File: src/rtl/spcpu_alu_decode_unit_pkg.sv
// ============================================================================
//  Module : pkg_spcpu_alu_dec
//  Brief  : Shared types for the spcpu ALU/decode front end: instruction
//           groups, ALU operations, group-1 opcodes and flag bit positions.
//  Rev    : 1.0  initial release
// ============================================================================
`default_nettype none

package pkg_spcpu_alu_dec;

    typedef enum logic [2:0] {
        GRP_UNKNOWN = 3'd0,
        GRP_1       = 3'd1,
        GRP_2       = 3'd2,
        GRP_3       = 3'd3,
        GRP_4       = 3'd4,
        GRP_5       = 3'd5
    } instr_group_t;

    typedef enum logic [3:0] {
        ALU_ADD8  = 4'd0,
        ALU_ADC8  = 4'd1,
        ALU_SUB8  = 4'd2,
        ALU_SBC8  = 4'd3,
        ALU_CMP8  = 4'd4,
        ALU_AND8  = 4'd5,
        ALU_ORR8  = 4'd6,
        ALU_XOR8  = 4'd7,
        ALU_LSL8  = 4'd8,
        ALU_LSR8  = 4'd9,
        ALU_ASR8  = 4'd10,
        ALU_ROLC8 = 4'd11,
        ALU_RORC8 = 4'd12,
        ALU_ADD16 = 4'd13,
        ALU_SUB16 = 4'd14,
        ALU_CPYB  = 4'd15
    } alu_oper_t;

    typedef enum logic [2:0] {
        G1_ADDI = 3'd0,
        G1_ADCI = 3'd1,
        G1_SUBI = 3'd2,
        G1_SBCI = 3'd3,
        G1_CMPI = 3'd4,
        G1_ANDI = 3'd5,
        G1_ORRI = 3'd6,
        G1_CPYI = 3'd7
    } g1_opcode_t;

    localparam int unsigned C_FLAG_Z = 3;
    localparam int unsigned C_FLAG_C = 2;
    localparam int unsigned C_FLAG_V = 1;
    localparam int unsigned C_FLAG_N = 0;

    // Group-1 opcodes 0..6 share the ALU encoding; only cpyi needs remapping.
    function automatic alu_oper_t g1_to_alu(input g1_opcode_t op);
        return (op == G1_CPYI) ? ALU_CPYB : alu_oper_t'({1'b0, op});
    endfunction

endpackage

`default_nettype wire

File: src/rtl/spcpu_alu_decode_unit_core.sv
// ============================================================================
//  Module : spcpu_alu_core
//  Brief  : Combinational 8/16-bit ALU with {Z,C,V,N} flag generation.
//           Shifter ops 8..12 are present only with SPCPU_ALU_SHIFT_EN.
//  Rev    : 1.0  initial release
// ============================================================================
`default_nettype none

module spcpu_alu_core
    import pkg_spcpu_alu_dec::*;
(
    input  alu_oper_t   oper_i,
    input  logic [7:0]  a_hi_i,
    input  logic [7:0]  a_lo_i,
    input  logic [7:0]  b_hi_i,
    input  logic [7:0]  b_lo_i,
    input  logic [3:0]  flags_i,
    output logic [7:0]  out_hi_o,
    output logic [7:0]  out_lo_o,
    output logic [3:0]  flags_o
);

    logic        w_sub;
    logic        w_cin;
    logic [7:0]  w_b8;
    logic [15:0] w_b16;
    logic [8:0]  w_sum8;
    logic [16:0] w_sum16;
    logic        w_v8;
    logic        w_v16;

    // Subtraction is a + ~b + cin, so C=1 means "no borrow".
    always_comb begin
        w_sub = (oper_i == ALU_SUB8) || (oper_i == ALU_SBC8) ||
                (oper_i == ALU_CMP8) || (oper_i == ALU_SUB16);
        case (oper_i)
            ALU_ADC8, ALU_SBC8:           w_cin = flags_i[C_FLAG_C];
            ALU_SUB8, ALU_CMP8, ALU_SUB16: w_cin = 1'b1;
            default:                      w_cin = 1'b0;
        endcase
        w_b8    = w_sub ? ~b_lo_i : b_lo_i;
        w_b16   = w_sub ? ~{b_hi_i, b_lo_i} : {b_hi_i, b_lo_i};
        w_sum8  = {1'b0, a_lo_i} + {1'b0, w_b8} + {8'd0, w_cin};
        w_sum16 = {1'b0, a_hi_i, a_lo_i} + {1'b0, w_b16} + {16'd0, w_cin};
        w_v8    = (a_lo_i[7] == w_b8[7]) && (w_sum8[7] != a_lo_i[7]);
        w_v16   = (a_hi_i[7] == w_b16[15]) && (w_sum16[15] != a_hi_i[7]);
    end

    logic [7:0]  w_r8;
    logic        w_zn8;
    logic        w_wide;
    logic [15:0] w_r16;

    always_comb begin
        w_r8    = a_lo_i;
        w_zn8   = 1'b0;
        w_wide  = 1'b0;
        w_r16   = {a_hi_i, a_lo_i};
        flags_o = flags_i;
        case (oper_i)
            ALU_ADD8, ALU_ADC8, ALU_SUB8, ALU_SBC8: begin
                w_r8              = w_sum8[7:0];
                w_zn8             = 1'b1;
                flags_o[C_FLAG_C] = w_sum8[8];
                flags_o[C_FLAG_V] = w_v8;
            end
            ALU_CMP8: begin
                flags_o[C_FLAG_Z] = (w_sum8[7:0] == 8'd0);
                flags_o[C_FLAG_N] = w_sum8[7];
                flags_o[C_FLAG_C] = w_sum8[8];
                flags_o[C_FLAG_V] = w_v8;
            end
            ALU_AND8: begin w_r8 = a_lo_i & b_lo_i; w_zn8 = 1'b1; end
            ALU_ORR8: begin w_r8 = a_lo_i | b_lo_i; w_zn8 = 1'b1; end
            ALU_XOR8: begin w_r8 = a_lo_i ^ b_lo_i; w_zn8 = 1'b1; end
`ifdef SPCPU_ALU_SHIFT_EN
            ALU_LSL8: begin
                w_r8 = {a_lo_i[6:0], 1'b0}; w_zn8 = 1'b1; flags_o[C_FLAG_C] = a_lo_i[7];
            end
            ALU_LSR8: begin
                w_r8 = {1'b0, a_lo_i[7:1]}; w_zn8 = 1'b1; flags_o[C_FLAG_C] = a_lo_i[0];
            end
            ALU_ASR8: begin
                w_r8 = {a_lo_i[7], a_lo_i[7:1]}; w_zn8 = 1'b1; flags_o[C_FLAG_C] = a_lo_i[0];
            end
            ALU_ROLC8: begin
                w_r8 = {a_lo_i[6:0], flags_i[C_FLAG_C]}; w_zn8 = 1'b1;
                flags_o[C_FLAG_C] = a_lo_i[7];
            end
            ALU_RORC8: begin
                w_r8 = {flags_i[C_FLAG_C], a_lo_i[7:1]}; w_zn8 = 1'b1;
                flags_o[C_FLAG_C] = a_lo_i[0];
            end
`endif
            ALU_ADD16, ALU_SUB16: begin
                w_wide            = 1'b1;
                w_r16             = w_sum16[15:0];
                flags_o[C_FLAG_Z] = (w_sum16[15:0] == 16'd0);
                flags_o[C_FLAG_N] = w_sum16[15];
                flags_o[C_FLAG_C] = w_sum16[16];
                flags_o[C_FLAG_V] = w_v16;
            end
            // Copy moves the full 16-bit B operand.
            ALU_CPYB: begin
                w_wide = 1'b1;
                w_r16  = {b_hi_i, b_lo_i};
            end
            default: ;
        endcase
        if (w_zn8) begin
            flags_o[C_FLAG_Z] = (w_r8 == 8'd0);
            flags_o[C_FLAG_N] = w_r8[7];
        end
        {out_hi_o, out_lo_o} = w_wide ? w_r16 : {a_hi_i, w_r8};
    end

endmodule

`default_nettype wire

File: src/rtl/spcpu_alu_decode_unit.sv
// ============================================================================
//  Module : spcpu_alu_decode_unit
//  Brief  : Registered execute front end: group decode, group-1 field decode,
//           operand mux and one ALU op. Shifter enabled by SPCPU_ALU_SHIFT_EN.
//  Rev    : 1.0  initial release
// ============================================================================
`default_nettype none

module spcpu_alu_decode_unit
    import pkg_spcpu_alu_dec::*;
(
    input  logic        clk,
    input  logic        reset,
    input  logic        in_valid,
    input  logic [15:0] instr_hi,
    input  logic [3:0]  ext_oper,
    input  logic [7:0]  a_in_hi,
    input  logic [7:0]  a_in_lo,
    input  logic [7:0]  b_in_hi,
    input  logic [7:0]  b_in_lo,
    input  logic [3:0]  flags_in,
    output logic        out_valid,
    output logic [2:0]  grp_out,
    output logic [2:0]  g1_opcode,
    output logic [3:0]  g1_ra_index,
    output logic [7:0]  g1_imm,
    output logic [7:0]  alu_out_hi,
    output logic [7:0]  alu_out_lo,
    output logic [3:0]  flags_out,
    output logic        bad_instr
);

    instr_group_t grp_d;
    logic         is_g1;
    g1_opcode_t   g1_op_d;
    logic [3:0]   ra_d;
    logic [7:0]   imm_d;
    alu_oper_t    w_oper;
    logic [7:0]   w_b_hi;
    logic [7:0]   w_b_lo;
    logic [7:0]   w_core_hi;
    logic [7:0]   w_core_lo;
    logic [3:0]   w_core_flags;
    logic [15:0]  res_d;
    logic [3:0]   flags_d;
    logic         bad_d;

    // Group is the count of leading ones in [15:11], plus one.
    always_comb begin
        if (!instr_hi[15])      grp_d = GRP_1;
        else if (!instr_hi[14]) grp_d = GRP_2;
        else if (!instr_hi[13]) grp_d = GRP_3;
        else if (!instr_hi[12]) grp_d = GRP_4;
        else if (!instr_hi[11]) grp_d = GRP_5;
        else                    grp_d = GRP_UNKNOWN;
    end

    always_comb begin
        is_g1   = (grp_d == GRP_1);
        g1_op_d = is_g1 ? g1_opcode_t'(instr_hi[14:12]) : G1_ADDI;
        ra_d    = is_g1 ? instr_hi[11:8] : 4'd0;
        imm_d   = is_g1 ? instr_hi[7:0]  : 8'd0;
        w_oper  = is_g1 ? g1_to_alu(g1_op_d) : alu_oper_t'(ext_oper);
        w_b_hi  = is_g1 ? 8'h00 : b_in_hi;
        w_b_lo  = is_g1 ? imm_d : b_in_lo;
    end

    spcpu_alu_core u_core (
        .oper_i   (w_oper),
        .a_hi_i   (a_in_hi),
        .a_lo_i   (a_in_lo),
        .b_hi_i   (w_b_hi),
        .b_lo_i   (w_b_lo),
        .flags_i  (flags_in),
        .out_hi_o (w_core_hi),
        .out_lo_o (w_core_lo),
        .flags_o  (w_core_flags)
    );

    always_comb begin
        bad_d   = (grp_d == GRP_UNKNOWN);
        res_d   = bad_d ? {a_in_hi, a_in_lo} : {w_core_hi, w_core_lo};
        flags_d = bad_d ? flags_in : w_core_flags;
    end

    logic         out_valid_q;
    instr_group_t grp_q;
    g1_opcode_t   g1_op_q;
    logic [3:0]   ra_q;
    logic [7:0]   imm_q;
    logic [15:0]  res_q;
    logic [3:0]   flags_q;
    logic         bad_q;

    always_ff @(posedge clk or posedge reset) begin
        if (reset) begin
            out_valid_q <= 1'b0;
            grp_q       <= GRP_UNKNOWN;
            g1_op_q     <= G1_ADDI;
            ra_q        <= 4'd0;
            imm_q       <= 8'd0;
            res_q       <= 16'd0;
            flags_q     <= 4'd0;
            bad_q       <= 1'b0;
        end else begin
            out_valid_q <= in_valid;
            if (in_valid) begin
                grp_q   <= grp_d;
                g1_op_q <= g1_op_d;
                ra_q    <= ra_d;
                imm_q   <= imm_d;
                res_q   <= res_d;
                flags_q <= flags_d;
                bad_q   <= bad_d;
            end
        end
    end

    assign out_valid                = out_valid_q;
    assign grp_out                  = grp_q;
    assign g1_opcode                = g1_op_q;
    assign g1_ra_index              = ra_q;
    assign g1_imm                   = imm_q;
    assign {alu_out_hi, alu_out_lo} = res_q;
    assign flags_out                = flags_q;
    assign bad_instr                = bad_q;

endmodule

`default_nettype wire

File: config.mk
export PLATFORM = sky130hd
export DESIGN_NAME = spcpu_alu_decode_unit
export DESIGN_NICKNAME = d
export VERILOG_FILES = /design/src/rtl/spcpu_alu_decode_unit_pkg.sv /design/src/rtl/spcpu_alu_decode_unit_core.sv /design/src/rtl/spcpu_alu_decode_unit.sv
export SDC_FILE = /design/constraint.sdc
export NUM_CORES = 1
export LEC_CHECK = 0
export ABC_CLOCK_PERIOD_IN_PS = 1900
export CAP_MARGIN = 20
export CORE_AREA = 4 4 137 139
export DETAILED_ROUTE_END_ITERATION = 10
export DIE_AREA = 0 0 141 143
export GPL_ROUTABILITY_DRIVEN = 0
export HOLD_SLACK_MARGIN = 0.06
export PLACE_DENSITY = 0.49
export SLEW_MARGIN = 15
export SYNTH_ARGS = -nofsm -noshare
export SYNTH_HDL_FRONTEND = slang
export SYNTH_SLANG_ARGS = --single-unit
File: constraint.sdc
create_clock -name clk -period 1.9 [get_ports clk]
set_input_delay 0.57 -clock clk [delete_from_list [all_inputs] [get_ports clk]]
set_output_delay 0.57 -clock clk [all_outputs]
set_load 0.03 [all_outputs]
* Word level (Yosys, flattened, before mapping)
Cells that the tools add are included.
Storage, ports and cells: logic and storage cells 77, bits in registers 40, output and inout port bits 40
Operators by class: eq/ne operators 16, muxes and demuxes 27, reduce and logical (&&, ||, !) cells 17, bitwise gates (word level) 5, $add $sub $neg 4
Operators with widths (count):
- $mux W16 | 3
- $mux W8 | 4
- $pmux W16 S2 | 1
- $pmux W8 S4 | 1
- $mux W3 | 6
- $add A16 B16 Y17 | 1
- $add A17 B1 Y17 | 1
- $eq A4 B3 Y1 const B | 4
- $logic_not A16 Y1 | 1
- $logic_not A8 Y1 | 2
- $mux W4 | 4
- $not A16 Y16 | 1
- $eq A4 B4 Y1 const B | 3
- $add A8 B8 Y9 | 1
- $add A9 B1 Y9 | 1
- $and A8 B8 Y8 | 1
- $eq A4 B2 Y1 const B | 2
- $not A8 Y8 | 1
- $or A8 B8 Y8 | 1
- $xor A8 B8 Y8 | 1
- $reduce_or A7 Y1 | 1
- $pmux W1 S2 | 3
- $reduce_or A3 Y1 | 2
- $reduce_or A5 Y1 | 1
- 13 further kinds | 22

* Logic depth before layout (Yosys ltp)
Gate-level depths: netlist of run 1.
word-level depth 21, depth in mapped cells 18

* By module
Synthesis of run 1 repeated with hierarchy kept, for this count alone.
Second synthesis, totals: cells, all modules 563, area, all modules 4379.2 sq um
Modules (own cells, without submodules):
- spcpu_alu_core | seq. area each 0.0 sq um, times used 1, area an instance 2317.2 sq um, cells each 337
- spcpu_alu_decode_unit | seq. area each 1001.0 sq um, times used 1, area an instance 2062.0 sq um, cells each 226

* Worst setup path before layout of run 1
OpenSTA, ideal clock, no wires.
path kind in2reg, start point in instr_hi[15], end point reg flags_q[3] (netlist: flags_out[3]), stages on the path 17, library setup time 0.076 ns, path slack -2.057 ns, arrival time 3.880 ns, path through buf_4 buf_2 a21oi_1 a21oi_1 o22ai_2 buf_4 xnor2_1 ha_1 nand2b_1 a21oi_1 o41a_1 buf_6 and4b_4 nor4_4 and4_1 nand4_1 o21ai_1
On the way: longest elaborated chain between the ends 17, elaborated cells on any way between the ends 48
Ends and longest elaborated chain:
- start, declared | RTL line spcpu_alu_decode_unit.sv:15 | input logic [15:0] instr_hi,
- $mux W3 * | RTL line spcpu_alu_decode_unit.sv:50 | if (!instr_hi[15]) grp_d = GRP_1;
- $eq A3 B1 Y1 | RTL line spcpu_alu_decode_unit.sv:59 | is_g1 = (grp_d == GRP_1);
- $mux W3 | RTL line spcpu_alu_decode_unit.sv:60 | g1_op_d = is_g1 ? g1_opcode_t'(instr_hi[14:12]) : G1_ADDI;
- $eq A3 B3 Y1 | RTL line spcpu_alu_decode_unit_pkg.sv:57 | return (op == G1_CPYI) ? ALU_CPYB : alu_oper_t'({1'b0, op});
- $mux W4 | RTL line spcpu_alu_decode_unit_pkg.sv:57
- $mux W4 | RTL line spcpu_alu_decode_unit.sv:63 | w_oper = is_g1 ? g1_to_alu(g1_op_d) : alu_oper_t'(ext_oper);
- $eq A4 B2 Y1 | RTL line spcpu_alu_decode_unit_core.sv:34, spcpu_alu_decode_unit_core.sv:36, spcpu_alu_decode_unit_core.sv:60
- $logic_or A1 B1 Y1 (2 in series) | RTL line spcpu_alu_decode_unit_core.sv:34 | w_sub = (oper_i == ALU_SUB8) || (oper_i == ALU_SBC8) ||
- $logic_or A1 B1 Y1 | RTL line spcpu_alu_decode_unit_core.sv:35 | (oper_i == ALU_CMP8) || (oper_i == ALU_SUB16);
- $mux W16 / $mux W8 (equally long branches) | RTL line spcpu_alu_decode_unit_core.sv:42, spcpu_alu_decode_unit_core.sv:41
- $add A16 B16 Y17 / $add A8 B8 Y9 (equally long branches) | RTL line spcpu_alu_decode_unit_core.sv:44, spcpu_alu_decode_unit_core.sv:43
- $add A17 B1 Y17 / $add A9 B1 Y9 (equally long branches) | RTL line spcpu_alu_decode_unit_core.sv:44, spcpu_alu_decode_unit_core.sv:43
- $logic_not A16 Y1 (tied with other cells) | RTL line spcpu_alu_decode_unit_core.sv:98 | flags_o[C_FLAG_Z] = (w_sum16[15:0] == 16'd0);
- $pmux W1 S2 / $logic_not A8 Y1 (equally long branches) | RTL line spcpu_alu_decode_unit_core.sv:60, spcpu_alu_decode_unit_core.sv:111
- $mux W1 | RTL line spcpu_alu_decode_unit_core.sv:110 | if (w_zn8) begin
- $mux W4 * | RTL line spcpu_alu_decode_unit.sv:83 | flags_d = bad_d ? flags_in : w_core_flags;
- end signal, assigned | RTL line spcpu_alu_decode_unit.sv:113 | flags_q <= flags_d;
- end, declared | RTL line spcpu_alu_decode_unit.sv:92 | logic [3:0] flags_q;
Mark *: on every way between the ends. The rest lies on a longest branch, timed or not. A chain may end at the register's enable or synchronous reset.

* Worst setup path in the final report of run 1
start point in instr_hi[15], end point reg res_q[12]
On the way: longest elaborated chain between the ends 16, elaborated cells on any way between the ends 33
Ends and longest elaborated chain:
- $mux W3 * | RTL line spcpu_alu_decode_unit.sv:50
- $eq A3 B1 Y1 | RTL line spcpu_alu_decode_unit.sv:59
- $mux W3 | RTL line spcpu_alu_decode_unit.sv:60
- $eq A3 B3 Y1 | RTL line spcpu_alu_decode_unit_pkg.sv:57
- $mux W4 | RTL line spcpu_alu_decode_unit_pkg.sv:57
- $mux W4 | RTL line spcpu_alu_decode_unit.sv:63
- $eq A4 B2 Y1 | RTL line spcpu_alu_decode_unit_core.sv:34, spcpu_alu_decode_unit_core.sv:36
- $logic_or A1 B1 Y1 (2 in series) | RTL line spcpu_alu_decode_unit_core.sv:34
- $logic_or A1 B1 Y1 | RTL line spcpu_alu_decode_unit_core.sv:35
- $mux W16 | RTL line spcpu_alu_decode_unit_core.sv:42 | w_b16 = w_sub ? ~{b_hi_i, b_lo_i} : {b_hi_i, b_lo_i};
- $add A16 B16 Y17 | RTL line spcpu_alu_decode_unit_core.sv:44 | w_sum16 = {1'b0, a_hi_i, a_lo_i} + {1'b0, w_b16} + {16'd0, w_cin};
- $add A17 B1 Y17 | RTL line spcpu_alu_decode_unit_core.sv:44
- $pmux W16 S2 | RTL line spcpu_alu_decode_unit_core.sv:60 | case (oper_i)
- $mux W16 | RTL line spcpu_alu_decode_unit_core.sv:114 | {out_hi_o, out_lo_o} = w_wide ? w_r16 : {a_hi_i, w_r8};
- $mux W16 * | RTL line spcpu_alu_decode_unit.sv:82 | res_d = bad_d ? {a_in_hi, a_in_lo} : {w_core_hi, w_core_lo};
- end signal, assigned | RTL line spcpu_alu_decode_unit.sv:112 | res_q <= res_d;
- end, declared | RTL line spcpu_alu_decode_unit.sv:91 | logic [15:0] res_q;
Marked as above.

==> results of run 1 <==
how the worst max path moves through the flow:
| stage | from | end | slack, ns | cells after the start |
|---|---|---|---|---|
| final | instr_hi[15] | res_q[12] | -1.62 | 18 |
| after global routing | instr_hi[15] | res_q[12] | -1.80 | 18 |
| after CTS | instr_hi[15] | flags_out[3] | -1.67 | 17 |
| after detailed placement | instr_hi[13] | flags_out[3] | -2.50 | 16 |
| after global placement | instr_hi[13] | flags_out[3] | -2.40 | 16 |
| after floorplan | instr_hi[12] | flags_out[3] | -1.70 | 16 |
power breakdown:
group / switching (mW) / internal [mW]
clock network: 0.407 / 0.626
registers: 0.0693 / 0.963
logic: 1.66 / 1.60
sequential cells by signal, indices dropped and copies added, names as in the netlist:
| register | flops |
|---|---|
| res_q | 16 |
| g1_imm | 8 |
| flags_out | 4 |
| g1_ra_index | 4 |
| g1_opcode | 3 |
| grp_out | 3 |
| bad_instr | 1 |
| out_valid | 1 |
cell families (layout without fill, tap and decap cells):
logic type                 Yosys count  in the layout  share of synthesized area, %
DFF                                 40             40                          25.1
AOI/OAI and AO/OA                  179            179                          29.8
and+or+nand+nor                    127            127                          16.4
xor gates and xnor gates            30             30                          6.59
buffers and inverters               58            302                          6.03
adders and majority gates           33             33                          10.7
muxes                               19             19                          5.34
cell usage after synthesis (all sizes together), types with 4 or more instances:
library cell  number
a211o              4
a211oi             8
a21o               6
a21oi             44
a22o               5
a2bb2oi            6
a31oi              5
and3               6
buf               12
clkbuf            12
dfrtp             40
ha                31
inv               34
mux2              15
mux2i              4
nand2             43
nand3             12
nor2              24
nor2b             11
nor3               5
o211ai            12
o21ai             45
o22ai              6
o2bb2ai           11
o31ai              4
or2                4
xnor2             22
xor2               8
per-layer routing:
metal,vias up,routed length (um),GRT usage [%]
met5,-,0,0
met4,0,337,5.35
met3,26,819,2.11
met2,147,8230,27.8
met1,2295,7300,20.7
li1,2274,-,-
stage by stage:
stage | instances | TNS [ns] | utilization, % | hold slack, ns
2_1_floorplan | 486 | -29.28 | - | 0.601
4_1_cts | 950 | -29.34 | 39.1 | 0.487
5_1_grt | 959 | -31.33 | 40.9 | 0.499
3_3_place_gp | 931 | -45.07 | 36.3 | 0.470
3_5_place_dp | 931 | -45.86 | 36.3 | 0.470
6_report | 959 | -28.28 | 40.9 | 0.482
worst register-to-register path: cells and delay by family, from the launching register on:
family	cells	cell delay, ns
flip-flops	1	0.41
AO/OA/AOI/OAI	2	0.36
AND/OR/NAND/NOR	2	0.17
area by class of cell:
class,count,area share [%]
inverter,34,1.77
sequential,40,13.9
timing repair buffer,260,32.2
clock inverter,3,0.658
clock buffer,5,1.73
multi-input combinational,388,45.8
tap,229,3.97
what timing repair did:
item                       CTS  global route
pin swaps                   53            51
setup endpoints to repair   40            38
resized for setup          106            75
setup buffers               12            12
==> run summary, run 1 <==
Yosys reg bits: 40
Dominant cell type by area after synthesis: dfrtp_1
Fin. Hold Viols: 0
Area share of the largest cell type after synthesis: 25.1%
Critical path's top delay family: compound AO/OA/AOI/OAI gates
WL final: 16700 um
CP max stage cell: a211o_1
Critical path peak fanout: 8
Clock transition at the registers of the reported paths: 0.07 ns
Grt ovf: 0
Worst EP required: 2.08 ns
Slew @ Worst Pin: 0.754 ns
Synth Instances: 486
Reg area: 1000 um^2
Crit path cell chain: buf_12 -> buf_12 -> mux2i_4 -> nand2_4 -> o22ai_4 -> buf_6 -> buf_8 -> xnor2_2 -> ha_1 -> buf_6 -> a211o_1 -> a21oi_2 -> o211ai_1 -> a21oi_1 -> xor2_1 -> nor2_1 -> a311oi_1 -> o2bb2ai_1
Internal reg-to-reg setup slack: 0.84 ns
Vias: 4742
First-pass GRT wire length: 26100 um
Final Net Count: 821
Die area: 20200 um^2
Pre-antenna DRT Iters: 5
Sequential share of the synthesized area: 25.1%
Mapped Nets: 578
Placement Cell Area: 6410 um^2
DP Wirelength: 12900 um
Post-route cell area: 7230 um^2
CTS tree: done
Status: finished with violations
Warning count from the yosys run: 0
Later-pin clock latency in the skew report: 0.29 ns
Clock sinks: 40
Final Skew: 0 ns
Depth of the most critical reg-to-reg path: 4
Slew Viols, Final: 0
Area growth, synth to finish: 81.3%
Post-synth top flop: dfrtp_1
CTS buffer count: 5
Row count: 49
DIE HEIGHT: 143 um
Leakage: 3.40 nW
Critical R2R Launch: flags_out[3]
Max Fclk: 284 MHz
Total GRT Usage: 16.0%
Slew margin rel.: 49.6%
Power Total: 5.32 mW
Hold path endpoint: g1_opcode[0]
Initial antenna violation count: 0
Worst Hold Path Cells: 2
Fin crit period: 3.52 ns
Cell Area, Synth: 3990 um^2
Area occupied by multi-input gates: 3310 um^2
Reg2reg end: flags_out[3]
Bufs and invs on worst path: 5
Ant diodes: 0
Final setup violation count: 20
Core Area: 17700 um^2
Post-synth EDFFs: 0
Synthesized area per cell: 8.20 um^2
Fill count: 1754
Vias in the first global route: 4943
Hold Buf Count CTS: 0
Most common cell after layout, fill and taps aside: buf_4
Port buffer count: 98
H-tree levels: 2
Worst hold path class: flip-flop to flip-flop
Starting Density: 22.6%
Hold_sp: g1_opcode[0]
Drt first-iter violations: 248
CP arrival: 3.70 ns
Post-DRT Antenna Nets: 0
Unrepaired setup endpoints after global routing: true
Failing checks: setup timing
WS Path Type: primary input to flip-flop
Slowest stage delay, CP: 0.34 ns
Startpoint type of the worst setup path: primary input
Ports: 99
Per-cell routed wire length: 17.4 um
Endpoint class of the critical path: flip-flop
Top cells by area, synth: dfrtp_1 25%, ha_1 9.7%, a21oi_1 5.4%
Max-cap violations: 0
Most frequent cells in the layout: 144 x buf_4, 53 x clkdlybuf4s50_1, 40 x nand2_1, 40 x dfrtp_1, 31 x inv_1
Synth cell types: 65
Slack of the critical path: -1.62 ns
Die W: 141 um
Clock Tree Buf Depth: 2
Root buffer cell: clkbuf_16
Largest net degree at the start of global routing: 41
Layout cell share with drive strength beyond 1: 38.5%
DP Worst Slack: -2.50 ns
Period Utilization, post-route: 185%
Asr flop ratio synth: 100%
DRC violations left: 0
Pwr/cell area: 737 nW/um^2
Via/cell ratio: 4.94
Max IR drop VDD: 0.466 mV
Power figures use the tool's default switching activity.
==> run 2, diff against run 1 <==
Settings changed: CTS_CLUSTER_SIZE set to 20, DONT_BUFFER_PORTS set to 1, PLACE_DENSITY 0.49 to 0.42.
==> run 2 against run 1 <==
Effect of this change: fmax up 6.0%; first-iteration DRC count down 22%; register-to-register slack worse by 0.07 ns; sequential cell count unchanged; die area unchanged; clock-buffer cell count unchanged; combinational power down 25%; routed wire length down 6.9%; the flow still finishes with violations (setup timing); worst hold slack worse by 0.41 ns.
==> run summary, run 2 (synthesis gave the netlist of run 1 again) <==
Area growth, synth to finish: 42.8%
Biggest register: res_q
Drt first-iter violations: 193
First-pass GRT wire length: 24400 um
Switching Share: 40.5%
Pwr/cell area: 839 nW/um^2
Fill count: 1853
Slew @ Worst Pin: 0.810 ns
Power Total: 4.78 mW
Endpoint class of the critical path: flip-flop
Worst hold path class: primary input to asynchronous set/reset pin
Max IR drop VDD: 0.308 mV
Die W: 141 um
Core Area: 17700 um^2
Post-layout util: 32.2%
Area occupied by multi-input gates: 3200 um^2
Later-pin clock latency in the skew report: 0.30 ns
Max-cap violations: 0
Logic gate share of total power: 51.5%
Placement Cell Area: 5140 um^2
CTS tree: done
DP Worst Slack: -1.86 ns
Via/cell ratio: 5.07
Max Fclk: 301 MHz
Period Utilization, post-route: 175%
Final Net Count: 671
Post-route cell area: 5690 um^2
H-tree levels: 2
Slew margin rel.: 45.9%
Critical R2R Launch: flags_out[3]
Clock power share: 21.8%
Startpoint type of the worst setup path: primary input
Total GRT Usage: 15.4%
Root buffer cell: clkbuf_16
Reg power frac: 26.8%
DP Wirelength: 12100 um
Unrepaired setup endpoints after global routing: true
Net switching power figure: 1.93 mW
Clock transition at the registers of the reported paths: 0.07 ns
Fin. Hold Viols: 0
Most frequent cells in the layout: 100 x buf_4, 40 x nand2_1, 40 x dfrtp_1
Pre-antenna DRT Iters: 4
Per-cell routed wire length: 19.2 um
Worst EP required: 2.13 ns
DIE HEIGHT: 143 um
Largest net degree at the start of global routing: 55
Vias: 4105
Slack of the critical path: -1.42 ns
Status: finished with violations
Grt ovf: 0
Reg area: 1000 um^2
CP arrival: 3.55 ns
Slew Viols, Final: 0
Setup crit start: instr_hi[14]
Row count: 49
Port buffer count: 0
WL final: 15500 um
DRC violations left: 0
Clock sinks: 40
Initial antenna violation count: 0
Fin crit period: 3.32 ns
Leakage: 2.43 nW
WS Path Type: primary input to flip-flop
Max reg flops: 16
Most common cell after layout, fill and taps aside: buf_4
Starting Density: 22.6%
Vias in the first global route: 4277
Die area: 20200 um^2
Post-DRT Antenna Nets: 0
Internal: 2.84 mW
Critical path peak fanout: 7
Hold Buf Count CTS: 0
Ant diodes: 0
Failing checks: setup timing
Layout cell share with drive strength beyond 1: 36.4%
CTS buffer count: 5
Final Skew: 0 ns
Final setup violation count: 20
Ports: 99
Clock Tree Buf Depth: 2
run 2: power by group through the flow:
stage / Combinational, mW / Clock [mW] / Sequential, mW
floorplan: 1.37 / 0 / 1.26
global placement: 2.09 / 0 / 1.30
detailed placement: 2.11 / 0 / 1.30
CTS: 2.39 / 1.09 / 1.29
global route: 2.68 / 1.11 / 1.30
finish: 2.46 / 1.04 / 1.28
run 2: per-layer routing:
metal / vias up / part of all wire, % / track usage [%]
li1: 1972 / - / -
met1: 2012 / 42 / 18.7
met4: 0 / 2.2 / 5.56
met3: 23 / 5.7 / 3.35
met5: - / 0 / 0
met2: 98 / 50 / 27.1
run 2: area by class of cell:
cell class	count	area share (%)
flip-flops and latches	40	17.6
clock buffers	5	2.20
multi-input cells	388	56.3
well taps	229	5.04
inverters	34	2.24
repair buffers	110	15.9
clock inverters	3	0.814
run 2: what timing repair did:
item	CTS	global route
setup endpoints to repair	20	20
setup buffers	6	3
gates resized for setup	60	13
pin swaps	40	23
run 2: per-stage QoR:
step                TNS (ns)  cells  hold WS, ns
floorplan             -29.28    486        0.601
global placement      -32.32    792        0.391
detailed placement    -33.16    792        0.400
CTS                   -24.59    806       0.0702
global route          -27.30    809       0.0840
finish                -24.39    809       0.0693
run 2: critical path: stages:
cell and delay, ns:
and4b_2 0.26, a21o_1 0.20, o22ai_4 0.20, xnor2_2 0.16
fa_2 0.25, inv_2 0.04, fa_2 0.34, a211o_1 0.32
o21ai_2 0.10, xnor2_2 0.11, a221o_1 0.36, a211oi_2 0.18
and4_1 0.27, a21oi_2 0.08, o21ai_1 0.12
run 2: final timing paths:
kind,slack (ns),depth (start not counted),to
min in group clk,0.30,0,out_valid
min,0.07,1,g1_imm[0]
max reg2reg,0.77,4,flags_out[3]
max in group asynchronous,1.36,2,res_q[6]
max,-1.42,15,flags_out[3]
min reg2reg,0.67,2,res_q[4]
==> run 3, diff against run 2 <==
Settings changed: SETUP_SLACK_MARGIN set to 0.2.
==> run 3 against run 2 <==
Effect of this change: the run still ends with setup timing left; utilization up 0.50 points; largest power group unchanged; worst setup slack worse by 0.063 ns; via count down 0.34%; non-clock buffer count up 14; sequential cell count unchanged; clock power down 17%; worst hold slack better by 0.23 ns.
==> run summary, run 3 (synthesis gave the netlist of run 1 again) <==
Switching Share: 41.5%
CP arrival: 3.55 ns
DIE HEIGHT: 143 um
Internal reg-to-reg setup slack: 0.79 ns
Max Fclk: 295 MHz
Leakage: 2.48 nW
Ant diodes: 0
Final Skew: 0 ns
Post-route cell area: 5780 um^2
Die area: 20200 um^2
Slew Viols, Final: 0
Unrepaired setup endpoints after global routing: true
Final setup violation count: 20
Pwr/cell area: 818 nW/um^2
Placement Cell Area: 5140 um^2
Biggest register: res_q
Worst EP required: 2.07 ns
Vias: 4091
Root buffer cell: clkbuf_16
Most common cell after layout, fill and taps aside: buf_4
Later-pin clock latency in the skew report: 0.29 ns
Most numerous cell on the critical path: a21oi_4
Most frequent cells in the layout: 115 x buf_4, 41 x nand2_1, 40 x dfrtp_1
Post-DRT Antenna Nets: 0
Area growth, synth to finish: 45.0%
Total GRT Usage: 15.3%
Slew margin rel.: 48.0%
Initial antenna violation count: 0
Vias in the first global route: 4230
Final Net Count: 685
Per-cell routed wire length: 18.8 um
Pre-antenna DRT Iters: 6
Slowest stage delay, CP: 0.42 ns
Max-cap violations: 0
H-tree levels: 2
Core Area: 17700 um^2
Status: finished with violations
Worst hold path class: primary input to flip-flop
Max reg flops: 16
Worst hold slack: 0.297 ns
Port buffer count: 0
Starting Density: 22.6%
DP Wirelength: 12100 um
Endpoint class of the critical path: flip-flop
Clock power share: 18.4%
WL final: 15500 um
Internal: 2.77 mW
Ports: 99
Startpoint type of the worst setup path: primary input
CP max stage cell: o41a_1
DP Worst Slack: -1.88 ns
Largest net degree at the start of global routing: 55
CTS buffer count: 5
Max IR drop VDD: 0.395 mV
Grt ovf: 0
Clock transition at the registers of the reported paths: 0.07 ns
Hold Buf Count CTS: 0
CTS tree: done
Fin crit period: 3.39 ns
Net switching power figure: 1.96 mW
DRC violations left: 0
Die W: 141 um
Via/cell ratio: 4.98
WS Path Type: primary input to flip-flop
First-pass GRT wire length: 24200 um
Slack of the critical path: -1.49 ns
Fin. Hold Viols: 0
Slew @ Worst Pin: 0.778 ns
Failing checks: setup timing
Clock sinks: 40
Drt first-iter violations: 209
Reg power frac: 27.1%
Crit path cell chain: nand2b_4 -> o32ai_4 -> a21oi_4 -> o22ai_4 -> buf_12 -> buf_4 -> xnor2_1 -> ha_1 -> o21ai_2 -> a21oi_4 -> o41a_1 -> buf_6 -> a211oi_4 -> xor2_2 -> nor2_2 -> o21ai_1 -> a31oi_1
Period Utilization, post-route: 178%
Layout cell share with drive strength beyond 1: 37.8%
Clock Tree Buf Depth: 2
Logic gate share of total power: 54.5%
Critical path peak fanout: 54
Row count: 49
## run 3: per-layer routing
metal,share of wire [%],track usage [%]
met3,5.7,3.28
met2,49,26.3
met5,0,0
met1,44,19.5
met4,1.6,4.13
## run 3: final timing paths
check / from / cells after the start / to
min in group asynchronous: reset / 2 / g1_opcode[2]
hold / removal: in_valid / 0 / out_valid
hold reg to reg: res_q[1] / 2 / res_q[1]
setup reg to reg: flags_out[3] / 4 / flags_out[3]
setup / recovery: instr_hi[15] / 17 / flags_out[0]
max in group asynchronous: reset / 2 / g1_ra_index[2]
## run 3: through the flow
stage	total power, mW	setup TNS, ns	util [%]	instances
3_5_place_dp	3.40	-33.67	29.1	797
6_report	4.73	-26.55	32.7	822
2_1_floorplan	2.63	-29.28	-	486
5_1_grt	5.01	-29.98	32.7	822
3_3_place_gp	3.38	-33.27	29.1	797
4_1_cts	4.61	-26.51	31.9	818
## run 3: worst max-delay path: cells and delay by family
family | cells | cell delay, ns
AOI/OAI and AO/OA | 9 | 1.69
buffers and inverters | 3 | 0.44
adders and majority gates | 1 | 0.34
xor gates and xnor gates | 2 | 0.26
and+or+nand+nor | 2 | 0.22
## run 3: timing repair
item,4_1_cts,5_1_grt
buffers inserted,14,4
resized for setup,55,19
pin swaps,50,33
gates cloned,0,0
endpoints found under the hold margin,0,0
endpoints found under the setup margin,20,20
## run 3: final cells by class
type / instances / area [um^2]
Clock inverter: 2 / 12.5
Sequential cell: 40 / 1000
Multi-Input combinational cell: 388 / 3240
Tap cell: 229 / 287
Clock buffer: 5 / 125
Timing Repair Buffer: 124 / 982
Inverter: 34 / 128
Fill cell: 1853 / 11900
## run 3: power groups by stage
stage	Clock [mW]	Combinational [mW]	Sequential, mW
after floorplan	0	1.37	1.26
after global placement	0	2.08	1.30
after detailed placement	0	2.10	1.30
after CTS	0.887	2.43	1.29
after global routing	0.910	2.80	1.30
final	0.868	2.58	1.28
